File: src/rtl/mux_scan_ctrl.sv
// Sequences an external 8-to-1 mux through all channels, waiting SETTLE cycles
// after each select change before capturing the mux output into data[sel].
module mux_scan_ctrl #(
  parameter int SETTLE = 1
) (
  input  logic       clk,
  input  logic       rst,
  input  logic       start,
  input  logic       abort,
  input  logic [7:0] en_mask,
  input  logic       mux_o,
  output logic [2:0] sel,
  output logic       busy,
  output logic       done,
  output logic [7:0] data,
  output logic       data_valid
);

  typedef enum logic [1:0] {S_IDLE, S_WAIT, S_SAMPLE, S_DONE} state_t;

  localparam logic [2:0] CNT_LOAD  = (SETTLE > 0) ? 3'(SETTLE - 1) : 3'd0;
  localparam bit         NO_SETTLE = (SETTLE == 0);

  state_t     state;
  logic [2:0] cnt;
  logic [7:0] mask;

  always_ff @(posedge clk) begin
    if (rst) begin
      state      <= S_IDLE;
      sel        <= 3'd0;
      busy       <= 1'b0;
      done       <= 1'b0;
      data       <= 8'd0;
      data_valid <= 1'b0;
      cnt        <= 3'd0;
      mask       <= 8'd0;
    end else begin
      done <= 1'b0;
      unique case (state)
        S_IDLE: begin
          if (start) begin
            sel        <= 3'd0;
            data       <= 8'd0;
            data_valid <= 1'b0;
            mask       <= en_mask;
            busy       <= 1'b1;
            cnt        <= CNT_LOAD;
            state      <= NO_SETTLE ? S_SAMPLE : S_WAIT;
          end
        end
        S_WAIT: begin
          if (abort) begin
            state <= S_IDLE;
            sel   <= 3'd0;
            busy  <= 1'b0;
            cnt   <= 3'd0;
          end else if (cnt == 3'd0) begin
            state <= S_SAMPLE;
          end else begin
            cnt <= cnt - 3'd1;
          end
        end
        S_SAMPLE: begin
          // Abort wins over the capture scheduled on this same edge.
          if (abort) begin
            state <= S_IDLE;
            sel   <= 3'd0;
            busy  <= 1'b0;
            cnt   <= 3'd0;
          end else begin
            data[sel] <= mux_o & mask[sel];
            if (sel == 3'd7) begin
              state      <= S_DONE;
              busy       <= 1'b0;
              done       <= 1'b1;
              data_valid <= 1'b1;
            end else begin
              sel   <= sel + 3'd1;
              cnt   <= CNT_LOAD;
              state <= NO_SETTLE ? S_SAMPLE : S_WAIT;
            end
          end
        end
        S_DONE: begin
          state <= S_IDLE;
          sel   <= 3'd0;
        end
        default: state <= S_IDLE;
      endcase
    end
  end

endmodule

File: config.mk
export PLATFORM = sky130hd
export DESIGN_NAME = mux_scan_ctrl
export DESIGN_NICKNAME = d
export VERILOG_FILES = /design/src/rtl/mux_scan_ctrl.sv
export SDC_FILE = /design/constraint.sdc
export NUM_CORES = 1
export LEC_CHECK = 0
export BUFFER_PORTS_ARGS = -buffer_cell sky130_fd_sc_hd__buf_2
export CAP_MARGIN = 15
export CORE_MARGIN = 2
export CORE_UTILIZATION = 34
export CTS_BUF_LIST = sky130_fd_sc_hd__clkbuf_16
export CTS_CLUSTER_SIZE = 16
export DETAILED_ROUTE_END_ITERATION = 16
export PLACE_DENSITY = 0.58
export SETUP_SLACK_MARGIN = 0.3
export SLEW_MARGIN = 20
export SYNTH_ARGS = -nofsm -noshare
export SYNTH_HDL_FRONTEND = slang
export SYNTH_SLANG_ARGS = --single-unit
File: constraint.sdc
create_clock -name clk -period 1.7 [get_ports clk]
set_clock_uncertainty 0.15 [all_clocks]
set_input_delay 0 -clock clk [delete_from_list [all_inputs] [get_ports clk]]
set_output_delay 0 -clock clk [all_outputs]
set_load 0.01 [all_outputs]
==> flow_metrics.py, run 1 <==
metrics = {
    "run_status": {
        "outcome": "complete, but fails checks",
        "violations": "setup timing",
    },
    "clock_tree": {
        "clk_pin_slew_worst_paths_ps": 70,
        "cts_tree": "done",
        "cts.sinks": 27,
        "cts_buffer_depth": 2,
        "cts_root_buf": "clkbuf_16",
        "cts_made_buffers": 3,
        "htree_levels": 1,
        "clock_latency_ps": 260,
    },
    "power": {
        "power.leakage_uw": 0.0009450,
        "finalPower_uw": 1679,
        "vdd_ir_drop_max_mv": 0.4033,
        "p_per_area_nw_per_um2": 731.6,
    },
    "layout": {
        "syn_to_final_growth_pct": 64.63,
        "fill_cells": 338,
        "drive_gt1_share_pct": 54.88,
        "instances_no_fill": 265,
        "multiInputGateArea_sq_um": 1040,
        "layout.area.seq_sq_um": 555.5,
        "fin_nets": 238,
        "diodes": 0,
    },
    "critical_path": {
        "crit_family": "compound AO/OA/AOI/OAI gates",
        "path_class": "reg -> reg",
        "crit_buf_inv": 0,
        "start_kind": "flip-flop",
        "cp.depth": 6,
        "reg2reg_from": "sel[0]$_SDFFE_PP0P_",
        "critical_path.cell_chain": "ha_4 > ha_4 > a22oi_2 > o211ai_1 > or3_1 > a21oi_2",
        "max_stage_delay_ps": 440,
        "cp_max_fo": 5,
        "setup.worst_path.end": "cnt[2]$_SDFFE_PP0P_",
        "worstPathRequired_ps": 1750,
        "critPathArrivalTime_ps": 1890,
        "cp-startpoint": "sel[0]$_SDFFE_PP0P_",
        "worstReg2RegEnd": "cnt[2]$_SDFFE_PP0P_",
        "crit_top_cell": "ha_4",
        "critPathSlowestCell": "or3_1",
        "cp-end-kind": "flip-flop",
        "worstRegToRegCells": 6,
        "reg2reg_slack_ps": -140,
    },
    "die": {
        "num_rows": 23,
        "die_area_sq_um": 4627,
        "core_sq_um": 3971,
        "ios": 27,
        "die_x_um": 68.03,
        "start_util_pct": 35.10,
        "fp.dieH_um": 68.03,
    },
    "placement": {
        "post-dp-hpwl_um": 2585,
        "place.gp.congestion": 0.7592,
        "dp_cells": 241,
        "port_buffers": 26,
    },
    "yosys": {
        "synth_nets": 174,
        "ys_ff_latch": 27,
        "yosysUniqueCellTypes": 38,
        "synth_area_per_cell_sq_um": 9.170,
        "syn_inst": 152,
        "ys_seq_area_share_pct": 38.78,
        "synth_warnings": 0,
        "syn_area_sq_um": 1394,
    },
    "global_routing": {
        "first_global_vias": 1311,
        "grt-ovfl-total": 0,
        "grt_pass1_wl_um": 6037,
        "grt_max_degree": 22,
        "antenna_found_initial": 0,
        "grtUsageTotal_pct": 17.57,
    },
    "sta": {
        "tightest_slew_ps": 420.1,
        "worst_slack_ps": -135.5,
        "post-route-period-util_pct": 108.0,
        "fin_crit_ps": 1835,
        "drv_slew": 0,
        "slew_headroom_pct": 71.99,
        "rsz0062_at_grt": "true",
        "setup_viol": 16,
        "tns_ps": -1169,
        "hold_viol": 0,
        "clock.fmax_mhz": 544.8,
    },
    "route": {
        "dr_wl_met2_um": 2240,
        "avgRoutedWirePerCell_um": 15.16,
        "maxUsedRoutingLayer": "met4",
        "wl_met3_um": 94,
        "first_pass_iters": 4,
        "initialDrtViolationCount": 70,
        "drc": 0,
        "wl_um": 4018,
        "met1Wirelength_um": 1623,
        "postRouteAntennaNets": 0,
        "vias": 1349,
        "viasPerCell": 5.091,
    },
    "hold_path": {
        "worstHoldStart": "rst",
        "min_path_type": "in -> reg",
    },
    "flow_run": {
        "drv_cap": 0,
    },
}
-- worst min-delay path by stage --
| stage | to | slack, ps | cells past startpoint |
|---|---|---|---|
| floorplan | mask[2]$_SDFFE_PP0P_ | -3 | 2 |
| global placement | mask[0]$_SDFFE_PP0P_ | 100 | 3 |
| detailed placement | mask[7]$_SDFFE_PP0P_ | 110 | 3 |
| CTS | state[1]$_SDFFE_PP0P_ | -10 | 3 |
| global route | state[1]$_SDFFE_PP0P_ | 30 | 3 |
| finish | mask[6]$_SDFFE_PP0P_ | 10 | 2 |
-- layout make-up --
type                            instances  area share [%]
Multi-Input combinational cell        110           45.31
Sequential cell                        27           24.21
Timing Repair Buffer                   67           22.96
Clock buffer                            3           3.272
Tap cell                               50           2.726
Inverter                                7           1.363
Clock inverter                          1          0.1636
-- what timing repair did --
item | in CTS | in global routing
pin swaps | 16 | 24
hold endpoints to repair | 9 | 0
setup endpoints to repair | 25 | 25
gates cloned | 1 | 0
resized for setup | 24 | 42
setup buffers | 6 | 5
hold buffers | 8 | 0
-- cell usage after synthesis, drive strengths merged --
cell type / n / area share (%)
buf: 7 / 3.3
o311ai: 2 / 1.3
a21oi: 17 / 6.1
o21ai: 8 / 3.7
or3: 7 / 3.1
or4: 1 / 0.54
or2b: 1 / 0.54
clkbuf: 2 / 0.63
nand2: 19 / 5.1
dfxtp: 27 / 39
mux2: 4 / 4.0
o211ai: 7 / 3.8
ha: 9 / 8.1
nor3b: 2 / 1.1
a311oi: 1 / 0.63
a2111o: 1 / 0.81
a22oi: 1 / 0.54
o2111ai: 1 / 0.63
o31ai: 2 / 1.4
nand3b: 2 / 2.9
inv: 7 / 1.9
a31oi: 1 / 0.45
mux4: 1 / 1.6
nand3: 8 / 2.9
o21bai: 1 / 0.54
nand2b: 4 / 1.8
nor2: 4 / 1.3
nor2b: 3 / 1.3
a211oi: 1 / 0.54
o21ba: 1 / 0.72
-- power breakdown --
part / internal, uW / switching, uW / leakage (uW)
clock: 316 / 228 / 0.0000423
sequential: 658 / 21.4 / 0.000223
combinational: 247 / 209 / 0.000680
total: 1220 / 458 / 0.000945
-- through the flow --
step	area [sq um]	setup WS, ps	util, %	hold WS, ps
6_report	2295	-135.5	57.78	12.44
5_1_grt	2295	-221.5	57.78	31.87
4_1_cts	2058	-72.03	51.83	-11.17
3_5_place_dp	1748	-189.6	44.01	108.9
3_3_place_gp	1748	-112.3	44.01	104.2
2_1_floorplan	1453	-74.25	-	-2.513
-- cell usage in the layout, fill, tap and decap left out, types with 2 or more instances in the layout --
cell / n
ha_1: 2
dlygate4sd3_1: 8
nor2b_4: 2
o211ai_1: 7
inv_4: 2
o21ai_1: 3
nand3b_4: 2
clkbuf_16: 3
inv_1: 4
ha_4: 6
o21ai_2: 4
nand3_1: 8
nor2_2: 2
mux2_4: 4
buf_6: 13
nand2_2: 6
nand2b_1: 4
buf_4: 18
a21oi_1: 14
nand2_1: 11
or3_1: 7
dfxtp_4: 3
dfxtp_1: 21
dfxtp_2: 3
inv_2: 2
a21oi_2: 2
o21ba_4: 2
buf_2: 26
-- per-layer routing --
layer  up-vias  global-route usage [%]
li1        676                       -
met2        26                   32.77
met5         -                       0
met3         5                   2.467
met4         0                   6.750
met1       642                   19.98
-- registers in the layout (all words and copies together), names as in the netlist --
register / flops
data: 8
done: 1
sel: 3
mask: 8
cnt: 3
busy: 1
data_valid: 1
state: 2
-- cell families (layout without fill, tap and decap cells) --
logic type / Yosys count / count (layout) / share of synthesized area [%]
DFF: 27 / 27 / 38.78
adders and majority gates: 9 / 9 / 8.079
muxes: 5 / 5 / 5.655
and+or+nand+nor: 51 / 51 / 20.56
buffers and inverters: 16 / 78 / 5.834
AOI/OAI and AO/OA: 44 / 45 / 21.10
-- worst register-to-register path, delay by kind of cell (launching register included) --
kind	cells	cell delay, ps
AOI/OAI and AO/OA	3	460
and+or+nand+nor	1	440
DFF	1	380
adders and majority gates	2	340
(Power assumes the default switching activity.)
==> run 2: changes to the inputs <==
--- a/config.mk
+++ b/config.mk
@@ -5,14 +5,14 @@
 export SDC_FILE = /design/constraint.sdc
 export NUM_CORES = 1
 export LEC_CHECK = 0
-export BUFFER_PORTS_ARGS = -buffer_cell sky130_fd_sc_hd__buf_2
 export CAP_MARGIN = 15
 export CORE_MARGIN = 2
 export CORE_UTILIZATION = 34
 export CTS_BUF_LIST = sky130_fd_sc_hd__clkbuf_16
 export CTS_CLUSTER_SIZE = 16
 export DETAILED_ROUTE_END_ITERATION = 16
-export PLACE_DENSITY = 0.58
+export DONT_BUFFER_PORTS = 1
+export PLACE_DENSITY = 0.53
 export SETUP_SLACK_MARGIN = 0.3
 export SLEW_MARGIN = 20
 export SYNTH_ARGS = -nofsm -noshare
==> run 2 against run 1 <==
  * The flow still finishes with violations (setup timing)
  * Non-clock buffer count fell by 21
  * Global-route usage is 1.3 points lower
  * First-iteration DRC count decreased by 59%
  * Sequential share of layout area rose by 1.5 points
  * Sequential power is essentially flat
  * Critical endpoint is now state[1]$_SDFFE_PP0P_
  * Setup slack better by 50 ps
==> flow_metrics.py, run 2 (synthesis gave the netlist of run 1 again) <==
metrics = {
    "die": {
        "die_area_sq_um": 4627,
        "fp.dieH_um": 68.03,
        "core_sq_um": 3971,
        "num_rows": 23,
        "start_util_pct": 35.10,
        "ios": 27,
        "die_x_um": 68.03,
    },
    "critical_path": {
        "start_kind": "flip-flop",
        "cp_max_fo": 5,
        "crit_buf_inv": 2,
        "critPathArrivalTime_ps": 1810,
        "worstPathRequired_ps": 1730,
        "critical_path.cell_chain": "inv_4 > ha_4 > or2b_4 > buf_6 > o21ai_2 > or4_1 > a21oi_2",
        "max_stage_delay_ps": 430,
        "crit_family": "simple AND/OR/NAND/NOR gates",
        "path_class": "reg -> reg",
        "reg2reg_slack_ps": -90,
        "cp-end-kind": "flip-flop",
        "critPathSlowestCell": "or4_1",
    },
    "sta": {
        "tightest_slew_ps": 938.0,
        "slew_headroom_pct": 37.46,
        "setup_viol": 15,
        "clock.fmax_mhz": 560.1,
        "post-route-period-util_pct": 105.0,
        "worst_slack_ps": -85.53,
        "hold_viol": 0,
        "drv_slew": 0,
        "rsz0062_at_grt": "true",
        "fin_crit_ps": 1786,
    },
    "layout": {
        "syn_to_final_growth_pct": 54.49,
        "stdcell_area_sq_um": 2153,
        "mostFrequentLayoutCells": "buf_4, dfxtp_1, nand2_1, dlygate4sd3_1, a21oi_1",
        "layout_commonest_cell": "buf_4",
        "diodes": 0,
        "fin_nets": 216,
        "top_regs": "data: 8 flops, mask: 8 flops",
        "drive_gt1_share_pct": 48.70,
        "utilization_pct": 54.22,
    },
    "power": {
        "p_per_area_nw_per_um2": 775.0,
        "vdd_ir_drop_max_mv": 0.4101,
        "power.leakage_uw": 0.0008415,
    },
    "clock_tree": {
        "cts_tree": "done",
        "cts_made_buffers": 3,
        "cts.sinks": 27,
        "cts_buffer_depth": 2,
        "clock_latency_ps": 260,
        "clk_pin_slew_worst_paths_ps": 70,
        "htree_levels": 1,
        "cts_root_buf": "clkbuf_16",
    },
    "route": {
        "drc": 0,
        "vias": 1249,
        "first_pass_iters": 4,
        "wl_um": 3683,
        "viasPerCell": 5.140,
        "postRouteAntennaNets": 0,
        "initialDrtViolationCount": 29,
        "avgRoutedWirePerCell_um": 15.16,
    },
    "hold_path": {
        "min_path_type": "in -> reg",
    },
    "global_routing": {
        "grtUsageTotal_pct": 16.24,
        "grt_pass1_wl_um": 5651,
        "antenna_found_initial": 0,
        "first_global_vias": 1179,
        "grt-ovfl-total": 0,
        "grt_max_degree": 21,
    },
    "run_status": {
        "outcome": "complete, but fails checks",
        "violations": "setup timing",
    },
    "placement": {
        "place.gp.congestion": 0.7466,
        "placed_cell_area_sq_um": 1648,
        "pre_cts_ws_ps": -181.4,
        "post-dp-hpwl_um": 2512,
        "port_buffers": 0,
    },
    "flow_run": {
        "drv_cap": 0,
    },
}
-- run 2: metal layers --
metal  vias up  share of wire (%)  track usage (%)
li1        628                  -                -
met1       601                 41            19.11
met2        18                 54            30.34
met3         2                3.7            2.303
met4         0               0.62            4.500
met5         -                  0                0
-- run 2: per-stage QoR --
stage	std cells	hold slack [ps]	TNS, ps	power (uW)
2_1_floorplan	152	-2.513	-456.2	871.7
3_3_place_gp	219	-83.83	-702.4	961.6
3_5_place_dp	219	-76.30	-1174	973.8
4_1_cts	240	8.316	-615.5	1598
5_1_grt	243	25.27	-2201	1737
6_report	243	18.69	-837.2	1669
-- run 2: repair_timing --
action	CTS	global route
setup buffers	5	3
setup endpoints to repair	25	26
gates resized for setup	31	28
pin swaps	14	15
endpoints found under the hold margin	27	0
hold buffers	12	0
-- run 2: layout make-up --
| class | count | area (sq um) |
|---|---|---|
| multi-input cells | 109 | 1007 |
| clock buffers | 3 | 75.07 |
| clock inverters | 1 | 7.507 |
| inverters | 7 | 31.28 |
| fillers | 334 | 1818 |
| well taps | 50 | 62.56 |
| flip-flops and latches | 27 | 554.3 |
| repair buffers | 46 | 415.4 |
-- run 2: worst register-to-register path, cell delays in order, from the launching register on --
cell     delay, ps
dfxtp_4        370
inv_4           50
ha_4           180
or2b_4         230
buf_6           90
o21ai_2         50
or4_1          430
a21oi_2        150
-- run 2: worst paths after layout --
kind / startpoint / endpoint / cells after the start
setup / recovery: state[0]$_SDFFE_PP0P_ / state[1]$_SDFFE_PP0P_ / 7
hold / removal: start / busy$_SDFFE_PP0P_ / 4
hold reg to reg: mask[7]$_SDFFE_PP0P_ / mask[7]$_SDFFE_PP0P_ / 2
setup reg to reg: state[0]$_SDFFE_PP0P_ / state[1]$_SDFFE_PP0P_ / 7
-- run 2: power breakdown --
part	switching [uW]	total, uW	internal (uW)
combinational	197	438	241
clock	227	547	320
sequential	25.1	683	658
total	450	1670	1220
